===== src/rtl/madd_commit_buffer.sv =====
// madd_commit_buffer
// Reorder/commit stage behind the multiply-add saturate stage. Results may
// arrive out of commit order; they are parked in a slot array indexed by the
// low bits of commit_id and released strictly in commit_id order to the
// register-file write port. Entries with commit_flag=0 retire without a write.
//
// Optional build macro: COMMIT_WINDOW_CHECK_EN
//   defined   -> window_error_o flags any accept whose commit_id lies DEPTH or
//                more ahead of head_id (sticky until reset or restart)
//   undefined -> no check logic, window_error_o tied low
module madd_commit_buffer #(
  parameter int  DATA_WIDTH = 16,
  parameter int  N_BLOCKS   = 256,
  parameter int  DEPTH      = 8,
  localparam int BLOCK_W    = $clog2(N_BLOCKS)
) (
  input  logic                    clk_i,
  input  logic                    reset_i,
  input  logic                    enable_i,
  input  logic                    restart_i,
  // upstream result port
  input  logic                    in_valid_i,
  output logic                    in_ready_o,
  input  logic [BLOCK_W-1:0]      in_block_i,
  input  logic [3:0]              in_dest_i,
  input  logic [2*DATA_WIDTH-1:0] in_result_i,
  input  logic [8:0]              in_commit_id_i,
  input  logic                    in_commit_flag_i,
  // register-file write port
  output logic                    out_valid_o,
  input  logic                    out_ready_i,
  output logic [BLOCK_W-1:0]      out_block_o,
  output logic [3:0]              out_dest_o,
  output logic [DATA_WIDTH-1:0]   out_data_o,
  output logic [8:0]              out_commit_id_o,
  // status
  output logic [8:0]              head_id_o,
  output logic                    retire_pulse_o,
  output logic                    window_error_o
);

  localparam int IDX_W = $clog2(DEPTH);
  localparam int ID_W  = 9;

  typedef struct packed {
    logic [BLOCK_W-1:0]    block;
    logic [3:0]            dest;
    logic [DATA_WIDTH-1:0] data;
    logic [ID_W-1:0]       id;
    logic                  flag;
  } entry_t;

  // Slot storage: payload array plus a separate valid vector
  entry_t              slot_q [DEPTH];
  logic [DEPTH-1:0]    slot_valid_q, slot_valid_d;

  // Commit pointer
  logic [ID_W-1:0]     head_id_q, head_id_d;

  // Output register
  logic                  out_valid_q, out_valid_d;
  logic [BLOCK_W-1:0]    out_block_q, out_block_d;
  logic [3:0]            out_dest_q, out_dest_d;
  logic [DATA_WIDTH-1:0] out_data_q, out_data_d;
  logic [ID_W-1:0]       out_id_q, out_id_d;

  logic                retire_q, retire_d;

  // Handshake / release decode
  logic [IDX_W-1:0]    in_idx;
  logic [IDX_W-1:0]    head_idx;
  entry_t              in_entry;
  entry_t              head_entry;
  logic                accept;
  logic                head_match;
  logic                out_free;
  logic                do_release;

  // Only the low half of the saturated result is written back.
  logic                unused_result_hi;
  assign unused_result_hi = ^in_result_i[2*DATA_WIDTH-1:DATA_WIDTH];

  // Decode slot indices, acceptance and the release condition for this cycle.
  always_comb begin
    in_idx     = in_commit_id_i[IDX_W-1:0];
    head_idx   = head_id_q[IDX_W-1:0];
    head_entry = slot_q[head_idx];

    in_entry.block = in_block_i;
    in_entry.dest  = in_dest_i;
    in_entry.data  = in_result_i[DATA_WIDTH-1:0];
    in_entry.id    = in_commit_id_i;
    in_entry.flag  = in_commit_flag_i;

    in_ready_o = enable_i & ~restart_i & ~slot_valid_q[in_idx];
    accept     = in_valid_i & in_ready_o;

    // An aliased future id sitting in the head slot must not be released.
    head_match = slot_valid_q[head_idx] & (head_entry.id == head_id_q);
    out_free   = ~out_valid_q | out_ready_i;
    do_release = enable_i & ~restart_i & head_match & out_free;
  end

  // Next-state logic for slot valids, head pointer, output register and pulse.
  always_comb begin
    // NOTE: every variable gets a default before any branch so no path can
    // leave one unassigned and infer a latch.
    slot_valid_d = slot_valid_q;
    head_id_d    = head_id_q;
    out_valid_d  = out_valid_q;
    out_block_d  = out_block_q;
    out_dest_d   = out_dest_q;
    out_data_d   = out_data_q;
    out_id_d     = out_id_q;
    retire_d     = 1'b0;

    if (enable_i) begin
      if (restart_i) begin
        // Program restart discards everything buffered, including the
        // entry currently sitting in the output register.
        slot_valid_d = '0;
        head_id_d    = '0;
        out_valid_d  = 1'b0;
      end else begin
        if (accept) begin
          slot_valid_d[in_idx] = 1'b1;
        end

        if (do_release) begin
          slot_valid_d[head_idx] = 1'b0;
          head_id_d              = head_id_q + 9'd1;
          retire_d               = 1'b1;
        end

        if (do_release && head_entry.flag) begin
          out_valid_d = 1'b1;
          out_block_d = head_entry.block;
          out_dest_d  = head_entry.dest;
          out_data_d  = head_entry.data;
          out_id_d    = head_entry.id;
        end else if (out_ready_i) begin
          // Either nothing released or a silent retire: the consumer has
          // taken whatever was presented, so the port goes idle.
          out_valid_d = 1'b0;
        end
      end
    end
  end

  // Control and output state registers with synchronous reset.
  always_ff @(posedge clk_i) begin
    // NOTE: sequential state uses non-blocking assignments so every register
    // samples the pre-edge value of every other register.
    if (reset_i) begin
      slot_valid_q <= '0;
      head_id_q    <= '0;
      out_valid_q  <= 1'b0;
      out_block_q  <= '0;
      out_dest_q   <= '0;
      out_data_q   <= '0;
      out_id_q     <= '0;
      retire_q     <= 1'b0;
    end else begin
      slot_valid_q <= slot_valid_d;
      head_id_q    <= head_id_d;
      out_valid_q  <= out_valid_d;
      out_block_q  <= out_block_d;
      out_dest_q   <= out_dest_d;
      out_data_q   <= out_data_d;
      out_id_q     <= out_id_d;
      retire_q     <= retire_d;
    end
  end

  // Slot payload write on accept.
  always_ff @(posedge clk_i) begin
    // NOTE: payload storage is deliberately not reset; slot_valid_q gates
    // every read, so stale payload is never observed.
    if (accept) begin
      slot_q[in_idx] <= in_entry;
    end
  end

`ifdef COMMIT_WINDOW_CHECK_EN
  logic [ID_W-1:0] window_dist;
  logic            window_error_q, window_error_d;

  // Flag accepts that land outside the reorder window ahead of head_id.
  always_comb begin
    window_dist    = in_commit_id_i - head_id_q;
    window_error_d = window_error_q;
    if (enable_i && restart_i) begin
      window_error_d = 1'b0;
    end else if (accept && (32'(window_dist) >= DEPTH)) begin
      window_error_d = 1'b1;
    end
  end

  // Sticky window error register.
  always_ff @(posedge clk_i) begin
    if (reset_i) begin
      window_error_q <= 1'b0;
    end else begin
      window_error_q <= window_error_d;
    end
  end

  assign window_error_o = window_error_q;
`else
  assign window_error_o = 1'b0;
`endif

  assign out_valid_o     = out_valid_q;
  assign out_block_o     = out_block_q;
  assign out_dest_o      = out_dest_q;
  assign out_data_o      = out_data_q;
  assign out_commit_id_o = out_id_q;
  assign head_id_o       = head_id_q;
  assign retire_pulse_o  = retire_q;

endmodule

===== config.mk =====
export PLATFORM = sky130hd
export DESIGN_NAME = madd_commit_buffer
export DESIGN_NICKNAME = d
export VERILOG_FILES = /design/src/rtl/madd_commit_buffer.sv
export SDC_FILE = /design/constraint.sdc
export NUM_CORES = 1
export LEC_CHECK = 0
export BUFFER_PORTS_ARGS = -buffer_cell sky130_fd_sc_hd__buf_2
export CAP_MARGIN = 25
export CORE_MARGIN = 3
export CORE_UTILIZATION = 43
export DETAILED_ROUTE_END_ITERATION = 7
export MAX_ROUTING_LAYER = met4
export PLACE_DENSITY = 0.68
export SLEW_MARGIN = 30
export SYNTH_ARGS = -nofsm -noshare
export SYNTH_HDL_FRONTEND = slang
export SYNTH_SLANG_ARGS = --single-unit

===== constraint.sdc =====
create_clock -name clk_i -period 5.6 [get_ports clk_i]
set_clock_uncertainty 0.15 [all_clocks]
set_input_delay 0.28 -clock clk_i [delete_from_list [all_inputs] [get_ports clk_i]]
set_output_delay 0.28 -clock clk_i [all_outputs]
set_load 0.005 [all_outputs]

**Yosys cells after proc, flatten, opt, wreduce, memory -nomap -nowiden**

Memories as Yosys holds them, arrays and structs flattened. A register that Yosys moved wholly into a read port is not among the register bits.
Cells that the tools add are included.

- Bits in writable memories: 304
- Memories: 1
- Logic and storage cells: 61
- Output and inout port bits: 50
- Bits in registers: 56

Memory list:

| name | words | bits a word | read ports | clocked after memory_dff | wr ports | line | text |
|---|---|---|---|---|---|---|---|
| slot_q | 8 | 38 | 1 | 1 | 1 | 54 | `entry_t slot_q [DEPTH];` |

- Reduce and logical (&&, ||, !) cells: 9
- Equal/unequal tests: 1
- Bitwise operators: 14
- Add/subtract/negate cells: 1
- Order comparisons: 4
- Multiplexer cells: 23

Operator list:

| cell | count |
|---|---|
| $mux 8 | 5 |
| $mux 9 | 2 |
| $mux 1 | 10 |
| $add 9x1->9 const B | 1 |
| $eq 9x9->1 | 1 |
| $and 8x8->8 | 1 |
| $lt 3x4->1 const B | 2 |
| $not 8->8 | 1 |
| $or 8x8->8 | 1 |
| $and 1x1->1 | 6 |
| $bmux 1 s3 | 2 |
| $demux 1 s3 | 2 |
| $ge 3x1->1 const B | 2 |
| $mux 3 | 2 |
| $not 1->1 | 4 |
| $reduce_and 2->1 | 2 |
| $logic_and 1x1->1 | 3 |
| $reduce_and 3->1 | 1 |
| $reduce_bool 3->1 | 1 |
| $reduce_or 3->1 | 1 |
| $reduce_bool 2->1 | 1 |
| $or 1x1->1 | 1 |

**Logic depth before layout (Yosys ltp)**

Gate-level depths: netlist of the first run.

- Depth after elaboration: 11
- Mapped depth: 12

**Worst setup path before layout of the first run**

OpenSTA, ideal clock, no wires.

- Kind: input-to-reg
- Start: input port in_commit_id_i[0]
- End: register slot_valid_q[4]
- Arrival time: 4.412 ns
- Cell stages on the path: 7
- Data required time: 5.392 ns
- Slack: 0.980 ns
- Cells stage by stage: clkbuf_1 -> nor2_1 -> a221oi_1 -> o2111ai_1 -> nor3_1 -> a22o_1 -> a31o_2

- Cells in the longest elaborated chain, start to end: 11

RTL lines:

| what | line | text |
|---|---|---|
| from (decl) | 27 | `input logic [8:0] in_commit_id_i,` |
| $lt 3x4->1 (not written as such) (tied with other cells) | 126 | `slot_valid_d[in_idx] = 1'b1;` |
| $logic_and 1x1->1 (not written as such) or $mux 1 (tied branches) | 126, 95 |  |
| $mux 1 (not written as such) or $not 1->1 (tied branches) | 126, 95 |  |
| $demux 1 s3 or $and 1x1->1 (tied branches) | 126, 95 |  |
| $or 8x8->8 (no source line) or $and 1x1->1 (tied branches) | - |  |
| $mux 8 * | 125 | `if (accept) begin` |
| $mux 8 * | 118 | `if (restart_i) begin` |
| $mux 8 * | 117 | `if (enable_i) begin` |
| $and 8x8->8 (no source line) | - |  |
| $mux 8 * | 129 | `if (do_release) begin` |
| $mux 8 * | 118 |  |
| to (signal assigned) | 164 | `slot_valid_q <= slot_valid_d;` |
| to (decl) | 55 | `logic [DEPTH-1:0] slot_valid_q, slot_valid_d;` |

Mark *: on every way between the ends. The rest lies on a longest branch, timed or not. The select of a mux whose other input is x is not followed.
A chain may end at the register's enable or synchronous reset.

==> impl_metrics.py, run 1 <==
metrics = {
    "status": {
        "outcome": "completed",
    },
    "die": {
        "io-pin-count": 110,
        "rows": 65,
        "dieWidth_um": 188,
        "fp.dieArea_sq_um": 35300,
        "core_sq_um": 32000,
        "die_y_um": 188,
        "start_util_pct": 44.4,
    },
    "synthesis": {
        "synth_edf_count": 304,
        "post_synth.cell_area_avg_sq_um": 18.3,
        "synthCells": 775,
        "synth_cell_types": 55,
        "synth_ff_type": "edfxtp_1",
        "synth-seq-cells": 363,
        "ys.warnings.count": 0,
        "yosysSeqAreaShare_pct": 72.5,
        "synth_area_sq_um": 14200,
        "synth-async-reset-ratio_pct": 0,
        "syn_nets": 836,
    },
    "global_routing": {
        "gr-total-overflow": 0,
        "grt_max_degree": 93,
        "grtUsageTotal_pct": 17.5,
        "first_global_vias": 7744,
        "grt_pass1_wl_um": 46600,
        "antenna_found_initial": 1,
    },
    "cells_and_area": {
        "final_common_cell": "edfxtp_1",
        "multi_input_area_sq_um": 3670,
        "nets": 967,
        "ff_latch_area_sq_um": 10300,
        "final_cells": 1371,
        "n_fill_cell": 2613,
        "area_growth_pct": 18.4,
        "drive_gt1_share_pct": 28.1,
        "final_cell_mix": "edfxtp_1, buf_2, mux4_2",
    },
    "pwr": {
        "vdd_drop_max_mv": 0.319,
        "power.total_mw": 5.57,
        "powerDensity_nw_per_um2": 331,
        "p_leak_nw": 5.46,
    },
    "cts": {
        "cts-buffers-inserted": 37,
        "cts_hold_buffers": 39,
        "clk_pin_slew_worst_paths_ns": 0.06,
        "clock_path_buffers": 3,
        "postCtsSetupRepairBufs": 0,
        "cts_root_buf": "clkbuf_16",
        "cts_tree": "done",
        "clock-sinks": 363,
        "insertion_delay_ns": 0.52,
        "cts-htree-levels": 2,
        "cts-resized-gates": 0,
    },
    "sta": {
        "drv_slew": 0,
        "fin_ws_ns": 1.22,
        "finalCritPeriodShare_pct": 78.2,
        "slew_headroom_pct": 39.0,
        "period_needed_ns": 4.38,
        "final_hold_viol_count": 0,
        "fin_tns_setup_ns": 0,
        "rsz0062_at_grt": "no",
        "worst_hold_slack_ns": 0.0207,
        "fmax_mhz": 228,
        "tightest_slew_ns": 0.913,
        "finalSetupViolations": 0,
    },
    "placement": {
        "gp_congestion": 0.816,
        "dpl.hpwl_um": 17300,
        "dp.cells": 1263,
        "place_ws_ns": 1.71,
        "portBuffers": 92,
    },
    "min_path": {
        "hold_path_end": "slot_q[0][2]",
        "min_from": "in_commit_id_i[1]",
        "min_path_cells": 1,
        "hp-class": "in2reg",
    },
    "worst_setup_path": {
        "slowest_stage": "dfxtp_4",
        "crit_fanout": 92,
        "critical_path_class": "reg2reg",
        "critPathTopFamily": "multiplexers",
        "start_kind": "flip-flop",
        "path_cells": "mux4_2 -> mux2i_1 -> xor2_1 -> nand4_1 -> nor4_4 -> buf_12 -> a41oi_1 -> a311oi_1 -> dlygate4sd3_1",
        "crit_required_ns": 5.92,
        "r2r-end": "head_id_o[4]",
        "path_buf_inv": 2,
        "ff2ff_setup_slack_ns": 1.22,
        "reg2reg_depth": 9,
        "critical_path.max_stage_delay_ns": 0.89,
        "cp.arrival_ns": 4.70,
        "crit_path_end_kind": "flip-flop",
    },
    "routing": {
        "finalWirelength_um": 30100,
        "wl_per_cell_um": 21.9,
        "ant_nets": 0,
        "num_vias": 7724,
        "route.detailed.drc": 0,
        "viasPerCell": 5.63,
        "drt_iter0_markers": 659,
        "dr.pass1.iters": 5,
    },
    "run": {
        "max_cap_violations": 0,
    },
}
## where the power goes
part | switching (mW) | internal (mW)
Combinational | 0.0711 | 0.0428
Clock | 1.01 | 1.50
Sequential | 0.00477 | 2.94
## cell families (layout without fill, tap and decap cells)
logic type	Yosys count	after routing	share of synthesized area (%)
DFF	363	363	72.5
AOI/OAI and AO/OA	127	127	6.39
muxes	123	123	15.1
and+or+nand+nor	91	91	3.34
buffers and inverters	62	222	2.09
xor gates and xnor gates	7	7	0.431
adders and majority gates	1	1	0.0880
other	1	2	0.0264
## cell type report
type                    count  area share, %
diodes                      1         0.0149
clock buffers              44           5.83
clock inverters            24           1.62
inverters                   4         0.0892
multi-input cells         350           21.8
flip-flops and latches    363           61.3
well taps                 435           3.23
repair buffers            150           6.09
## flip-flops by register name (all words and copies together), names as in the netlist, named ones only
signal / flops
slot_valid_q: 8
out_block_o: 8
out_valid_o: 1
out_data_o: 16
head_id_o: 9
out_commit_id_o: 9
retire_pulse_o: 1
slot_q: 304
out_dest_o: 4
## worst max-delay path by stage
stage / depth (start not counted) / start / endpoint
finish: 9 / flip-flop / head_id_o[4]
global route: 9 / flip-flop / head_id_o[4]
CTS: 9 / flip-flop / head_id_o[4]
detailed placement: 8 / flip-flop / flip-flop
global placement: 8 / flip-flop / flip-flop
floorplan: 7 / in_commit_id_i[0] / slot_valid_q[4]
## routing by layer
metal | track usage, % | wire (um) | up-vias
met4 | 3.90 | 439 | 0
met3 | 2.95 | 1700 | 43
li1 | - | - | 3459
met5 | - | 0 | -
met2 | 27.4 | 14400 | 250
met1 | 24.5 | 13600 | 3972
## synth_stat cells, drive strengths merged, types with 2 or more instances
cell     instances  area share, %
nor3             6           0.21
dfxtp           59            8.3
buf             25            1.1
nor2            19           0.50
nand4            3           0.13
nor2b            9           0.40
mux2i           46            3.2
and3             5           0.22
a31oi            3           0.13
a311oi          36            2.2
inv              4           0.11
xor2             7           0.43
a21oi           42            1.5
a2bb2oi          2           0.12
a22o             5           0.31
mux2             4           0.32
nor4             2           0.13
o21ai            7           0.25
and2             3           0.13
or3              2          0.088
o2111ai          3           0.18
a22oi            3           0.16
edfxtp         304             64
nand2           16           0.42
clkbuf          33           0.87
nand3           15           0.53
a21o             4           0.21
a211o            3           0.18
a31o             4           0.25
mux4            73             12
nand3b           2           0.11
o21a             2           0.11
nand2b           4           0.18
a41oi            3           0.18
o31a             2           0.12
## per-stage QoR
step                      cell area (sq um)  util [%]
after floorplan                       14200         -
after global placement                15200      47.3
final                                 16800      52.5
after CTS                             16800      52.5
after detailed placement              15200      47.4
after global routing                  16800      52.5
Note: power is estimated with default switching activity, not from simulation.
==> inputs of run 2 (changes only) <==
- PLACE_DENSITY: 0.68 -> 0.71
- clock period: 5.6 -> 4 ns (I/O delays scaled with it)
==> impl_metrics.py, run 2 (synthesis results as in run 1) <==
metrics = {
    "cells_and_area": {
        "final_cells": 1378,
        "area_growth_pct": 19.3,
        "largest-register": "slot_q",
        "final_common_cell": "edfxtp_1",
        "drive_gt1_share_pct": 27.9,
        "final_cell_mix": "edfxtp_1, buf_2, mux4_2",
        "nets": 976,
        "largest_reg_flops": 304,
        "antenna_cells": 0,
    },
    "die": {
        "start_util_pct": 44.4,
        "io-pin-count": 110,
        "fp.dieArea_sq_um": 35300,
        "core_sq_um": 32000,
        "dieWidth_um": 188,
        "die_y_um": 188,
        "rows": 65,
    },
    "sta": {
        "drv_slew": 0,
        "finalSetupViolations": 0,
        "slew_headroom_pct": 42.6,
        "period_needed_ns": 3.74,
        "finalCritPeriodShare_pct": 93.5,
        "tightest_slew_ns": 0.860,
        "rsz0062_at_grt": "no",
        "final_hold_viol_count": 0,
        "fmax_mhz": 267,
        "fin_tns_setup_ns": 0,
    },
    "worst_setup_path": {
        "cp.arrival_ns": 4.05,
        "start_kind": "flip-flop",
        "crit_required_ns": 4.31,
        "crit_path_end_kind": "flip-flop",
        "reg2reg_depth": 9,
        "crit_fanout": 21,
        "critical_path_class": "reg2reg",
    },
    "routing": {
        "route.detailed.drc": 0,
        "dr.pass1.iters": 5,
        "num_vias": 7790,
        "ant_nets": 0,
        "finalWirelength_um": 31300,
        "drt_iter0_markers": 823,
        "viasPerCell": 5.65,
        "wl_per_cell_um": 22.7,
    },
    "status": {
        "outcome": "completed",
    },
    "global_routing": {
        "antenna_found_initial": 0,
        "first_global_vias": 7861,
        "grtUsageTotal_pct": 18.0,
        "grt_pass1_wl_um": 47500,
        "grt_max_degree": 61,
        "gr-total-overflow": 0,
    },
    "cts": {
        "clk_pin_slew_worst_paths_ns": 0.07,
        "cts-buffers-inserted": 36,
        "clock_path_buffers": 3,
        "clock-sinks": 363,
        "insertion_delay_ns": 0.51,
        "cts_root_buf": "clkbuf_16",
        "cts-htree-levels": 2,
        "cts_tree": "done",
    },
    "pwr": {
        "p_leak_nw": 5.50,
        "powerDensity_nw_per_um2": 450,
        "vdd_drop_max_mv": 0.478,
    },
    "run": {
        "max_cap_violations": 0,
    },
    "placement": {
        "portBuffers": 92,
        "dp.cells": 1267,
        "dpl.hpwl_um": 17800,
        "gp_congestion": 0.877,
    },
    "min_path": {
        "min_path_cells": 2,
        "hp-class": "reg2reg",
    },
}
[run 2: cell count changes in the layout (fill, tap and decap cells not counted), sizes merged]
cell / before / now
buf: 111 / 116
bufinv: 5 / 2
clkbuf: 44 / 52
clkinv: 12 / 6
clkinvlp: 4 / 3
diode: 1 / 0
dlygate4sd3: 39 / 44
[run 2: final timing paths]
kind                 startpoint                  to  slack [ns]
min reg2reg  out_commit_id_o[2]  out_commit_id_o[2]        0.31
max                   flip-flop         out_valid_o        0.26
max reg2reg           flip-flop         out_valid_o        0.26
min          out_commit_id_o[2]  out_commit_id_o[2]        0.31
[run 2: cell type report]
cell class                      count  area (sq um)
Sequential cell                   363         10300
Clock buffer                       52          1040
Multi-Input combinational cell    350          3690
Inverter                            4          15.0
Tap cell                          435           544
Clock inverter                     14           145
Fill cell                        2555         15100
Timing Repair Buffer              160          1210
[run 2: power by group]
part | switching, mW | internal, mW
clock network | 1.39 | 1.96
logic | 0.102 | 0.0645
registers | 0.00711 | 4.12
[run 2: critical path, stage by stage, from the launching register on]
cell           delay (ns)
dfxtp_2              0.66
buf_4                0.32
mux4_2               0.31
mux2i_1              0.39
xor2_1               0.24
o2111ai_1            0.18
nor4_1               0.46
nand2_1              0.23
a21oi_1              0.17
dlygate4sd3_1        0.55
[run 2: metrics by stage]
stage          util [%]  hold WS (ns)  area (sq um)  power, mW  worst slack (ns)
2_1_floorplan         -         0.149         14200       4.26             0.483
3_3_place_gp       47.8         0.303         15300       4.33             0.459
3_5_place_dp       47.8         0.305         15300       4.34             0.428
4_1_cts            52.9         0.313         16900       7.71             0.238
5_1_grt            52.9         0.328         17000       7.89            0.0703
6_report           52.9         0.313         17000       7.64             0.262
[run 2: what timing repair did]
action,in CTS,in global routing
hold endpoints to repair,309,0
endpoints found under the setup margin,0,1
setup buffers,0,1
hold buffers,44,0
gates resized for setup,0,0
[run 2: metal layers]
layer,GRT usage (%),up-vias,part of all wire [%]
met5,-,-,0
met4,4.10,0,2.0
met3,3.08,45,6.2
met2,28.9,265,49
met1,24.3,4010,43
li1,-,3470,-
==> inputs of run 3 (changes only) <==
- ABC_AREA: unset -> 1
==> impl_metrics.py, run 3 <==
metrics = {
    "synthesis": {
        "ys.warnings.count": 0,
        "synth-seq-cells": 363,
        "yosysMostFrequentCell": "edfxtp_1",
        "yosysSeqAreaShare_pct": 69.8,
        "synth.area.top_cells": "edfxtp_1, dfxtp_1, nand2_1",
        "synth_area_sq_um": 14800,
        "synth.largest_area_cell": "edfxtp_1",
        "post_synth.cell_area_avg_sq_um": 11.3,
        "synthCells": 1304,
        "synth-async-reset-ratio_pct": 0,
        "synth_cell_types": 38,
        "synth.top_cell.area_share_pct": 61.8,
        "synth_edf_count": 304,
        "synth_ff_type": "edfxtp_1",
        "syn_nets": 1365,
        "synth_common_cells": "edfxtp_1, nand2_1, a21oi_1",
    },
    "cts": {
        "insertion_delay_ns": 0.52,
        "clk_pin_slew_worst_paths_ns": 0.06,
        "cts-htree-levels": 2,
        "cts-resized-gates": 0,
        "clock-sinks": 363,
        "cts_tree": "done",
        "cts_root_buf": "clkbuf_16",
        "clock_path_buffers": 3,
        "cts-buffers-inserted": 38,
    },
    "placement": {
        "place_ws_ns": 0.657,
        "portBuffers": 92,
        "dpl-instance-area_sq_um": 15700,
        "dpl.hpwl_um": 20800,
        "gp_congestion": 0.885,
        "dp.cells": 1797,
    },
    "worst_setup_path": {
        "crit_required_ns": 4.31,
        "crit_path_end_kind": "flip-flop",
        "start_kind": "flip-flop",
        "critical_path_class": "reg2reg",
        "crit_fanout": 39,
        "cp.arrival_ns": 4.09,
    },
    "global_routing": {
        "gr-total-overflow": 0,
        "grt_max_degree": 93,
        "antenna_found_initial": 4,
        "first_global_vias": 9966,
        "grtUsageTotal_pct": 20.1,
        "grt_pass1_wl_um": 56100,
    },
    "routing": {
        "drt_iter0_markers": 808,
        "dr.pass1.iters": 6,
        "num_vias": 10300,
        "viasPerCell": 5.36,
        "wl_per_cell_um": 18.9,
        "finalWirelength_um": 36200,
        "route.detailed.drc": 0,
        "ant_nets": 0,
    },
    "cells_and_area": {
        "multi_input_area_sq_um": 3790,
        "final_cells": 1916,
        "final_util_pct": 51.6,
        "largest_reg_flops": 304,
        "largest-register": "slot_q",
        "drive_gt1_share_pct": 15.4,
        "final_common_cell": "edfxtp_1",
        "nets": 1498,
        "ff_latch_area_sq_um": 10300,
        "fin_area_sq_um": 17400,
        "n_fill_cell": 2947,
        "final_cell_mix": "edfxtp_1, nand2_1, a21oi_1",
        "area_growth_pct": 17.8,
    },
    "run": {
        "max_cap_violations": 0,
    },
    "sta": {
        "fmax_mhz": 265,
        "fin_ws_ns": 0.220,
        "fin_tns_setup_ns": 0,
        "period_needed_ns": 3.78,
        "finalCritPeriodShare_pct": 94.5,
        "final_hold_viol_count": 0,
        "worst_hold_slack_ns": 0.301,
        "tightest_slew_ns": 0.897,
        "slew_headroom_pct": 40.0,
        "rsz0062_at_grt": "no",
        "drv_slew": 0,
        "finalSetupViolations": 0,
    },
    "die": {
        "start_util_pct": 43.9,
        "die_y_um": 191,
        "core_sq_um": 33700,
        "fp.dieArea_sq_um": 36600,
        "rows": 67,
        "dieWidth_um": 191,
        "io-pin-count": 110,
    },
    "status": {
        "outcome": "completed",
    },
    "pwr": {
        "vdd_drop_max_mv": 0.325,
        "power.total_mw": 7.63,
        "p_leak_nw": 6.76,
        "powerDensity_nw_per_um2": 438,
    },
    "min_path": {
        "hp-class": "reg2reg",
    },
}
-- run 3: changes by cell type after synthesis, sizes merged, moves of 60 or more --
| cell | before | now |
|---|---|---|
| inv | 4 | 93 |
| nand3 | 15 | 75 |
| nand2 | 16 | 277 |
| mux4 | 73 | 0 |
| nor2 | 19 | 116 |
| a21oi | 42 | 141 |
-- run 3: layout make-up --
| type | instances | area share [%] |
|---|---|---|
| flip-flops and latches | 363 | 59.3 |
| repair buffers | 167 | 6.89 |
| multi-input cells | 772 | 21.8 |
| well taps | 448 | 3.22 |
| clock buffers | 47 | 5.78 |
| clock inverters | 20 | 0.913 |
| inverters | 95 | 2.08 |
| diodes | 4 | 0.0575 |
-- run 3: power by group --
part	internal, mW	leakage (nW)	switching (mW)
clock	1.92	0.560	1.40
sequential	4.12	3.22	0.00797
combinational	0.0668	2.99	0.120
total	6.10	6.76	1.52
-- run 3: timing repair --
item | CTS | global route
hold endpoints to repair | 324 | 0
hold buffers | 47 | 0
setup endpoints to repair | 0 | 2
buffers inserted | 0 | 1
-- run 3: logic make-up (layout without fill, tap and decap cells) --
kind of cell             Yosys count  after routing  share of synthesized area, %
flip-flops                       363            363                          69.8
AND/OR/NAND/NOR                  510            510                          14.7
adder cells (fa/ha/maj)            1              1                        0.0847
buffers and inverters            169            329                          4.99
other                              1              5                        0.0254
AO/OA/AOI/OAI                    260            260                          10.5
-- run 3: metal layers --
layer	up-vias	track usage, %	part of all wire, %
met1	4975	27.1	44
met2	387	32.0	47
met3	59	3.21	6.3
li1	4856	-	-
met4	0	5.19	2.1
met5	-	-	0
-- run 3: worst paths after layout --
kind                                    startpoint  slack [ns]                  to  cells after the start
worst max-delay path                     flip-flop        0.22        head_id_o[2]                     15
worst min-delay path            out_commit_id_o[7]        0.30  out_commit_id_o[7]                      2
worst max register to register           flip-flop        0.22        head_id_o[2]                     15
worst min register to register  out_commit_id_o[7]        0.30  out_commit_id_o[7]                      2
-- run 3: worst max-delay path, stage by stage (launching register included) --
cell and delay [ns]:
dfxtp_2 0.32, inv_2 0.60, nand3_1 0.17, nand2_1 0.16
nand2_1 0.09, nand2_1 0.15, nand2_1 0.07, nand2_1 0.06
nand2_1 0.08, nor2_4 0.15, nand3_4 0.18, nand2_4 0.16
nand4_1 0.09, dlygate4sd3_1 0.60, a21oi_1 0.13, dlygate4sd3_1 0.55
